<file path="src/rtl/proj_sel_pkg.sv">
// rtl/proj_sel_pkg.sv - shared constants and types for the project select controller
package proj_sel_pkg;

    localparam int MAX_PROJECTS = 32;

    localparam logic [1:0] REG_SELECT = 2'd0;
    localparam logic [1:0] REG_STATUS = 2'd1;
    localparam logic [1:0] REG_SETTLE = 2'd2;
    localparam logic [1:0] REG_COUNT  = 2'd3;

    localparam int SEL_EN_BIT      = 31;
    localparam int STATUS_BUSY_BIT = 8;
    localparam int STATUS_ON_BIT   = 9;
    localparam int STATUS_ERR_BIT  = 16;

    typedef enum logic [1:0] {
        ST_OFF   = 2'd0,
        ST_DRAIN = 2'd1,
        ST_ON    = 2'd2
    } state_e;

endpackage

</file>
<file path="src/rtl/wb_reg_slave.sv">
// rtl/wb_reg_slave.sv - Wishbone decode, single-cycle ack and byte-lane write strobes
module wb_reg_slave
    import proj_sel_pkg::*;
#(
    parameter logic [31:0] BASE_ADDR = 32'h3000_0000
) (
    input  logic        clk_i,
    input  logic        rst_i,
    input  logic        stb_i,
    input  logic        cyc_i,
    input  logic        we_i,
    input  logic [3:0]  sel_i,
    input  logic [31:0] dat_i,
    input  logic [31:0] adr_i,
    output logic        ack_o,
    output logic [31:0] dat_o,
    input  logic [31:0] rd_select_i,
    input  logic [31:0] rd_status_i,
    input  logic [31:0] rd_settle_i,
    input  logic [31:0] rd_count_i,
    output logic [3:0]  wr_o,
    output logic [31:0] wr_mask_o,
    output logic [31:0] wr_data_o
);

    logic        ack_q, ack_d;
    logic [31:0] dat_q, dat_d;
    logic        accept;
    logic [31:0] rd_mux;
    logic        unused_adr;

    assign unused_adr = ^adr_i[1:0];

    // A hit while ack is still high is ignored, giving one access per two cycles.
    assign accept = stb_i && cyc_i && (adr_i[31:4] == BASE_ADDR[31:4]) && !ack_q;

    always_comb begin
        rd_mux = 32'd0;
        case (adr_i[3:2])
            REG_SELECT: rd_mux = rd_select_i;
            REG_STATUS: rd_mux = rd_status_i;
            REG_SETTLE: rd_mux = rd_settle_i;
            REG_COUNT:  rd_mux = rd_count_i;
            default:    rd_mux = 32'd0;
        endcase
    end

    always_comb begin
        ack_d = accept;
        dat_d = accept ? rd_mux : 32'd0;
        wr_o  = (accept && we_i) ? (4'b0001 << adr_i[3:2]) : 4'b0000;
    end

    assign wr_mask_o = {{8{sel_i[3]}}, {8{sel_i[2]}}, {8{sel_i[1]}}, {8{sel_i[0]}}};
    assign wr_data_o = dat_i;

    always_ff @(posedge clk_i) begin
        if (rst_i) begin
            ack_q <= 1'b0;
            dat_q <= 32'd0;
        end else begin
            ack_q <= ack_d;
            dat_q <= dat_d;
        end
    end

    assign ack_o = ack_q;
    assign dat_o = dat_q;

endmodule

</file>
<file path="src/rtl/project_select_ctrl.sv">
// rtl/project_select_ctrl.sv - one-hot project enable generator with an all-off drain window
module project_select_ctrl
    import proj_sel_pkg::*;
#(
    parameter int          NUM_PROJECTS = 7,
    parameter logic [31:0] BASE_ADDR    = 32'h3000_0000,
    parameter int          SETTLE_RESET = 16
) (
    input  logic        wb_clk_i,
    input  logic        wb_rst_i,
    input  logic        wbs_stb_i,
    input  logic        wbs_cyc_i,
    input  logic        wbs_we_i,
    input  logic [3:0]  wbs_sel_i,
    input  logic [31:0] wbs_dat_i,
    input  logic [31:0] wbs_adr_i,
    output logic        wbs_ack_o,
    output logic [31:0] wbs_dat_o,
    input  logic        la_override,
    input  logic [31:0] la_active,
    output logic [31:0] active
);

    localparam logic [31:0] PROJ_MASK = 32'((64'd1 << NUM_PROJECTS) - 64'd1);

    state_e      state_q, state_d;
    logic [4:0]  tgt_q, tgt_d, cur_q, cur_d;
    logic        sel_en_q, sel_en_d;
    logic [15:0] settle_q, settle_d, cnt_q, cnt_d;
    logic [31:0] count_q, count_d, active_q, active_d;
    logic        err_q, err_d;

    logic [3:0]  wr;
    logic [31:0] wr_mask, wr_data, sel_merged;
    logic [31:0] rd_select, rd_status, rd_settle;
    logic        new_en, bad_idx, sel_valid;
    logic [4:0]  new_idx;
    logic [15:0] settle_load;

    assign rd_select = {sel_en_q, 26'd0, tgt_q};
    assign rd_status = {15'd0, err_q, 6'd0, state_q == ST_ON, state_q == ST_DRAIN, 3'd0, cur_q};
    assign rd_settle = {16'd0, settle_q};

    wb_reg_slave #(.BASE_ADDR(BASE_ADDR)) u_regs (
        .clk_i       (wb_clk_i),
        .rst_i       (wb_rst_i),
        .stb_i       (wbs_stb_i),
        .cyc_i       (wbs_cyc_i),
        .we_i        (wbs_we_i),
        .sel_i       (wbs_sel_i),
        .dat_i       (wbs_dat_i),
        .adr_i       (wbs_adr_i),
        .ack_o       (wbs_ack_o),
        .dat_o       (wbs_dat_o),
        .rd_select_i (rd_select),
        .rd_status_i (rd_status),
        .rd_settle_i (rd_settle),
        .rd_count_i  (count_q),
        .wr_o        (wr),
        .wr_mask_o   (wr_mask),
        .wr_data_o   (wr_data)
    );

    // Validity is judged on the byte-merged SELECT value, not the raw bus data.
    assign sel_merged  = (rd_select & ~wr_mask) | (wr_data & wr_mask);
    assign new_en      = sel_merged[SEL_EN_BIT];
    assign new_idx     = sel_merged[4:0];
    assign bad_idx     = new_en && ({27'd0, new_idx} >= 32'(NUM_PROJECTS));
    assign sel_valid   = wr[REG_SELECT] && !bad_idx;
    assign settle_load = (settle_q == 16'd0) ? 16'd1 : settle_q;

    always_comb begin
        state_d  = state_q;
        tgt_d    = tgt_q;
        cur_d    = cur_q;
        sel_en_d = sel_en_q;
        settle_d = settle_q;
        cnt_d    = cnt_q;
        count_d  = count_q;
        err_d    = err_q;

        if (wr[REG_SELECT] && bad_idx)
            err_d = 1'b1;
        if (wr[REG_STATUS] && wr_mask[STATUS_ERR_BIT] && wr_data[STATUS_ERR_BIT])
            err_d = 1'b0;
        if (wr[REG_SETTLE])
            settle_d = (settle_q & ~wr_mask[15:0]) | (wr_data[15:0] & wr_mask[15:0]);
        if (sel_valid) begin
            sel_en_d = new_en;
            tgt_d    = new_idx;
        end

        case (state_q)
            ST_OFF: begin
                if (sel_valid && new_en) begin
                    state_d = ST_DRAIN;
                    cnt_d   = settle_load;
                end
            end
            ST_DRAIN: begin
                if (sel_valid) begin
                    if (new_en) cnt_d = settle_load;
                    else        state_d = ST_OFF;
                end else if (cnt_q <= 16'd1) begin
                    state_d = ST_ON;
                    cur_d   = tgt_q;
                    count_d = count_q + 32'd1;
                end else begin
                    cnt_d = cnt_q - 16'd1;
                end
            end
            ST_ON: begin
                if (sel_valid) begin
                    if (!new_en) begin
                        state_d = ST_OFF;
                    end else if (new_idx != cur_q) begin
                        state_d = ST_DRAIN;
                        cnt_d   = settle_load;
                    end
                end
            end
            default: state_d = ST_OFF;
        endcase

        if (wr[REG_COUNT])
            count_d = 32'd0;

        // Enable only once ON has held for a full cycle, so a leaving write drops it at once.
        active_d = ((state_q == ST_ON) && (state_d == ST_ON)) ? (32'd1 << cur_q) : 32'd0;
    end

    always_ff @(posedge wb_clk_i) begin
        if (wb_rst_i) begin
            state_q  <= ST_OFF;
            tgt_q    <= 5'd0;
            cur_q    <= 5'd0;
            sel_en_q <= 1'b0;
            settle_q <= 16'(SETTLE_RESET);
            cnt_q    <= 16'd0;
            count_q  <= 32'd0;
            err_q    <= 1'b0;
            active_q <= 32'd0;
        end else begin
            state_q  <= state_d;
            tgt_q    <= tgt_d;
            cur_q    <= cur_d;
            sel_en_q <= sel_en_d;
            settle_q <= settle_d;
            cnt_q    <= cnt_d;
            count_q  <= count_d;
            err_q    <= err_d;
            active_q <= active_d;
        end
    end

    assign active = la_override ? (la_active & PROJ_MASK) : active_q;

endmodule
</file>
<file path="config.mk">
export PLATFORM = sky130hd
export DESIGN_NAME = project_select_ctrl
export DESIGN_NICKNAME = d
export VERILOG_FILES = /design/src/rtl/proj_sel_pkg.sv /design/src/rtl/wb_reg_slave.sv /design/src/rtl/project_select_ctrl.sv
export SDC_FILE = /design/constraint.sdc
export NUM_CORES = 1
export LEC_CHECK = 0
export BUFFER_PORTS_ARGS = -buffer_cell sky130_fd_sc_hd__buf_2
export CAP_MARGIN = 25
export CORE_UTILIZATION = 55
export CTS_BUF_LIST = sky130_fd_sc_hd__clkbuf_16
export DETAILED_ROUTE_END_ITERATION = 8
export PLACE_DENSITY = 0.8
export SYNTH_ARGS = -nofsm -noshare
export SYNTH_HDL_FRONTEND = slang
export SYNTH_HIERARCHICAL = 1
export SYNTH_SLANG_ARGS = --single-unit
</file>
<file path="constraint.sdc">
create_clock -name wb_clk_i -period 3.6 [get_ports wb_clk_i]
set_input_delay 0 -clock wb_clk_i [delete_from_list [all_inputs] [get_ports wb_clk_i]]
set_output_delay 0 -clock wb_clk_i [all_outputs]
set_load 0.02 [all_outputs]
</file>
# Yosys cells after proc, flatten, opt, wreduce, memory -nomap -nowiden
# Cells that the tools add are included.
[word_totals]
in_bits = 106
wordCells = 85
ff_bits = 143
output_inout_bits = 65
[op_classes]
eq_ne = 14
magnitude_cmp = 2
n_addsub = 2
n_mux = 20
n_bitwise = 11
reduce_logical = 23
shift = 2
[op_table]
columns = ["cell", "n"]
rows = [
  ["16-bit two-way mux", 8],
  ["32-bit case mux with 4 select lines", 1],
  ["32-bit AND", 2],
  ["16-bit case mux with 3 select lines", 1],
  ["32-bit by 1-bit adder with 32-bit output, second input constant", 1],
  ["16-bit AND", 2],
  ["32-bit two-way mux", 1],
  ["32-bit inverter", 1],
  ["32-bit bitwise OR", 1],
  ["1-bit by 5-bit left shift with 32-bit output, first input constant", 1],
  ["28-bit by 26-bit equality test with 1-bit output, second input constant", 1],
  ["16-bit by 1-bit less-or-equal comparator with 1-bit output, second input constant", 1],
  ["16-bit logical NOT", 1],
  ["16-bit inverter", 1],
  ["16-bit bitwise OR", 1],
  ["16-bit by 1-bit subtractor with 16-bit output, second input constant", 1],
  ["2-bit two-way mux", 7],
  ["1-bit logical AND", 11],
  ["2-bit equality test, second input constant", 4],
  ["2-bit inequality test, second input constant", 4],
  ["2-bit OR reduction", 4],
  ["7-bit AND reduction", 1],
  ["3-bit inequality test, second input constant", 2],
  ["2-bit case mux with 3 select lines", 1],
  ["other kinds (10)", 15],
]

# Logic depth before layout (Yosys ltp)
[depth]
word_depth = 14
mapped_depth = 11
mapped_depth_nobuf = 8

# Cells and area by module
# The synthesis kept the hierarchy.
[by_module_without_submodules]
columns = ["module", "area_each_um2", "cells_per_inst", "seq_area_each_um2", "n_inst"]
rows = [
  ["project_select_ctrl", 5124.9, 613, 2202.1, 1],
  ["wb_reg_slave", 2606.2, 194, 660.6, 1],
]

# Least setup slack after synthesis
# OpenSTA, ideal clock, no wires.
[synth_timing]
path_type = "register to register"
startpoint = "register u_regs.ack_q, in the netlist u_regs/ack_o"
endpoint = "register cnt_q[5]"
t_required_ps = 3466
slack_ps = 796
path_stages_with_launch = 12
setup_time_ps = 134
arrival_time_ps = 2670
n_path_buf = 3
synth_period_minus_slack_ps = 2804
cell_sequence = "dfxtp_1 > nor4_4 > nand4_4 > nor4_1 > clkbuf_1 > inv_1 > o21ai_0 > clkbuf_1 > clkbuf_1 > a21oi_1 > o311ai_0 > o31ai_1"
[synth_between]
elab_chain_len = 8
elab_cells_between_ends = 13
classes_between = "eq/ne: 4; mux: 3; reduce/logical: 6"
[synth_rtl]
columns = ["item", "line", "rtl"]
rows = [
  ["start: declaration", "wb_reg_slave.sv:26", "logic ack_q, ack_d;"],
  ["start signal: assignment", "wb_reg_slave.sv:62", "ack_q <= ack_d;"],
  ["1-bit logical NOT (*)", "wb_reg_slave.sv:35", "assign accept = stb_i && cyc_i && (adr_i[31:4] == BASE_ADDR[31:4]) && !ack_q;"],
  ["1-bit logical AND (*)", "wb_reg_slave.sv:35", ""],
  ["1-bit logical AND (*)", "wb_reg_slave.sv:51", "wr_o = (accept && we_i) ? (4'b0001 << adr_i[3:2]) : 4'b0000;"],
  ["4-bit two-way mux (*)", "wb_reg_slave.sv:51", ""],
  ["via wr[0]", "project_select_ctrl.sv:33", "logic [3:0] wr;"],
  ["1-bit logical AND (*)", "project_select_ctrl.sv:69", "assign sel_valid = wr[REG_SELECT] && !bad_idx;"],
  ["1-bit logical AND", "project_select_ctrl.sv:95", "if (sel_valid && new_en) begin"],
  ["2-bit inequality test (no line)", "--", ""],
  ["7-bit AND reduction (no line)", "--", ""],
  ["end signal: assignment", "project_select_ctrl.sv:149", "cnt_q <= cnt_d;"],
  ["end: declaration", "project_select_ctrl.sv:29", "logic [15:0] settle_q, settle_d, cnt_q, cnt_d;"],
]
# The timed path passes the listed nets; every way through them passes the cells marked *.
# A chain may end at the register's enable or synchronous reset.

# Final worst setup path
[layout_timing]
startpoint = "register tgt_q[2]"
endpoint = "register count_q[31]"
[layout_between]
elab_chain_len = 8
[layout_rtl]
columns = ["item", "line", "rtl"]
rows = [
  ["start: declaration", "project_select_ctrl.sv:27", "logic [4:0] tgt_q, tgt_d, cur_q, cur_d;"],
  ["start signal: assignment", "project_select_ctrl.sv:145", "tgt_q <= tgt_d;"],
  ["32-bit AND", "project_select_ctrl.sv:65", "assign sel_merged = (rd_select & ~wr_mask) | (wr_data & wr_mask);"],
  ["32-bit bitwise OR", "project_select_ctrl.sv:65", ""],
  ["5-bit by 3-bit >= comparator with 1-bit output", "project_select_ctrl.sv:68", "assign bad_idx = new_en && ({27'd0, new_idx} >= 32'(NUM_PROJECTS));"],
  ["1-bit logical AND", "project_select_ctrl.sv:68", ""],
  ["1-bit logical NOT", "project_select_ctrl.sv:69", ""],
  ["1-bit logical AND", "project_select_ctrl.sv:69", ""],
  ["1-bit inverter (no line)", "--", ""],
  ["3-bit AND reduction (no line)", "--", ""],
  ["end signal: assignment", "project_select_ctrl.sv:150", "count_q <= count_d;"],
  ["end: declaration", "project_select_ctrl.sv:30", "logic [31:0] count_q, count_d, active_q, active_d;"],
]
# No other way between the ends.

==> flow_summary.yaml <==
run_status:
  run_status: "complete, no violations"
cts:
  cts_root_buffer: "clkbuf_16"
  htree_levels: 4
  cts_tree: "built"
  clk_latency_ps: 430
  clkSlewWorstSetupHoldPaths_ps: 70
  postCtsSetupBuffers: 0
  cts-buffers-inserted: 17
  cts_sinks: 143
  clockBufferDepth: 2
cells_and_area:
  n_antenna_cell: 0
  fin_util_pct: 68.4
  nets: 1059
  drive_gt1_share_pct: 28.5
  final_common_cell: "dfxtp_1"
  area_delta_synth_final_pct: 21.0
  final_cell_mix: "dfxtp_1 (143), buf_2 (129), nand2_1 (71)"
  n_fill_cell: 1055
  final_area_sq_um: 9100
timing:
  fin_setup_tns_ps: 0
  tightest_slew_ps: 796
  timing.fmax_mhz: 354
  slew_viol_final: 0
  finalClockSkew_ps: 7.93
  period_minus_slack_ps: 2830
  post-route-period-util_pct: 78.5
  final-hold-violation-count: 0
  setup_viol: 0
  slew_headroom_pct: 46.9
  rsz0062_at_grt: "no"
routing:
  drc: 0
  wl_um: 18100
  wl_per_cell_um: 15.9
  first_pass_iters: 5
  routed_via_density: 5.67
  dr.first_iter.drc_count: 472
  num_vias: 6447
  antenna_left: 0
placement:
  dp_hpwl_um: 11900
  post_dp_cell_area_sq_um: 8210
  gp_congestion: 0.853
  io_buffers: 129
global_route:
  grt_max_degree: 48
  antenna_found_initial: 0
  grt_pass1_wl_um: 29600
  track_usage_pct: 26.4
  grt_pass1_vias: 6005
  gr-total-overflow: 0
power_and_ir_drop:
  vdd_drop_max_uv: 313
  p_total_mw: 3.54
  p_leak_nw: 3.46
  pwr_density_cell_nw_per_um2: 389
setup_path:
  worstSetupEndpointType: "register"
  critPathKind: "reg2reg"
  cp-startpoint: "tgt_q[2]"
  r2r_slack_ps: 770
  slowest_delay_ps: 690
  worstPathCellList: "mux2i_1, o311ai_2, o2111ai_4, or4_4, or4_1, a21oi_1"
  setup.worst_path.start_class: "register"
  r2r_start: "tgt_q[2]"
  crit_fanout: 15
  required_ps: 3950
  critPathArrivalTime_ps: 3180
  cpMaxStageDelayCell: "or4_4"
die:
  io_pins: 171
  rows: 42
  core_sq_um: 13300
  die_y_um: 119
  die_w_um: 119
  start_util_pct: 56.6
  die_area_sq_um: 14100
run:
  maxCapViolations: 0
hold_path:
  worstHoldStart: "wbs_sel_i[1]"
  hp-class: "in2reg"
logic_synthesis:
  synthCells: 779
  avgSynthCellArea_sq_um: 9.65
  syn-cell-area_sq_um: 7520
  synth_warnings: 6
-- path summary, 6_finish.rpt --
kind                            depth (start not counted)           to
worst max register to register                          6  count_q[31]
worst max-delay path                                    6  count_q[31]
worst min register to register                          2     cur_q[0]
worst min-delay path                                    4     register
-- through the flow --
step                cells  worst slack [ps]  hold WS, ps
floorplan             844               796          191
global placement     1077               872          233
detailed placement   1077               843          230
CTS                  1138               826         48.1
global route         1138               624          105
finish               1138               775         81.2
-- power breakdown --
part	internal [mW]	total [mW]	switching [mW]
Clock	1.03	1.75	0.717
Sequential	1.58	1.58	0.0000000000906
Combinational	0.108	0.216	0.108
-- critical path, delay by kind of cell, from the launching register on --
family          cells  cell delay, ps
flops               1             390
mux                 1             170
simple gates        2            1120
compound gates      3            1060
-- final cells by class --
cell class	instances	area, sq um	share of cell area [%]
flip-flops and latches	143	2860	31.5
repair buffers	174	1060	11.6
well taps	176	220	2.42
multi-input cells	602	4330	47.6
inverters	12	45.0	0.495
clock inverters	14	159	1.75
clock buffers	17	425	4.68
-- repair_timing --
item / CTS / global route
gates resized for setup: 0 / 0
hold buffers: 30 / 0
hold endpoints to repair: 22 / 0
setup endpoints to repair: 0 / 0
-- routing by layer --
metal | global-route usage (%) | up-vias | share of wire [%] | wire (um)
met5 | 0 | - | 0 | 0
met2 | 44.7 | 277 | 49 | 8940
met1 | 33.4 | 3037 | 42 | 7610
li1 | - | 3105 | - | -
met4 | 10.5 | 0 | 1.7 | 314
met3 | 4.55 | 28 | 6.7 | 1220
Note: power is estimated with default switching activity, not from simulation.
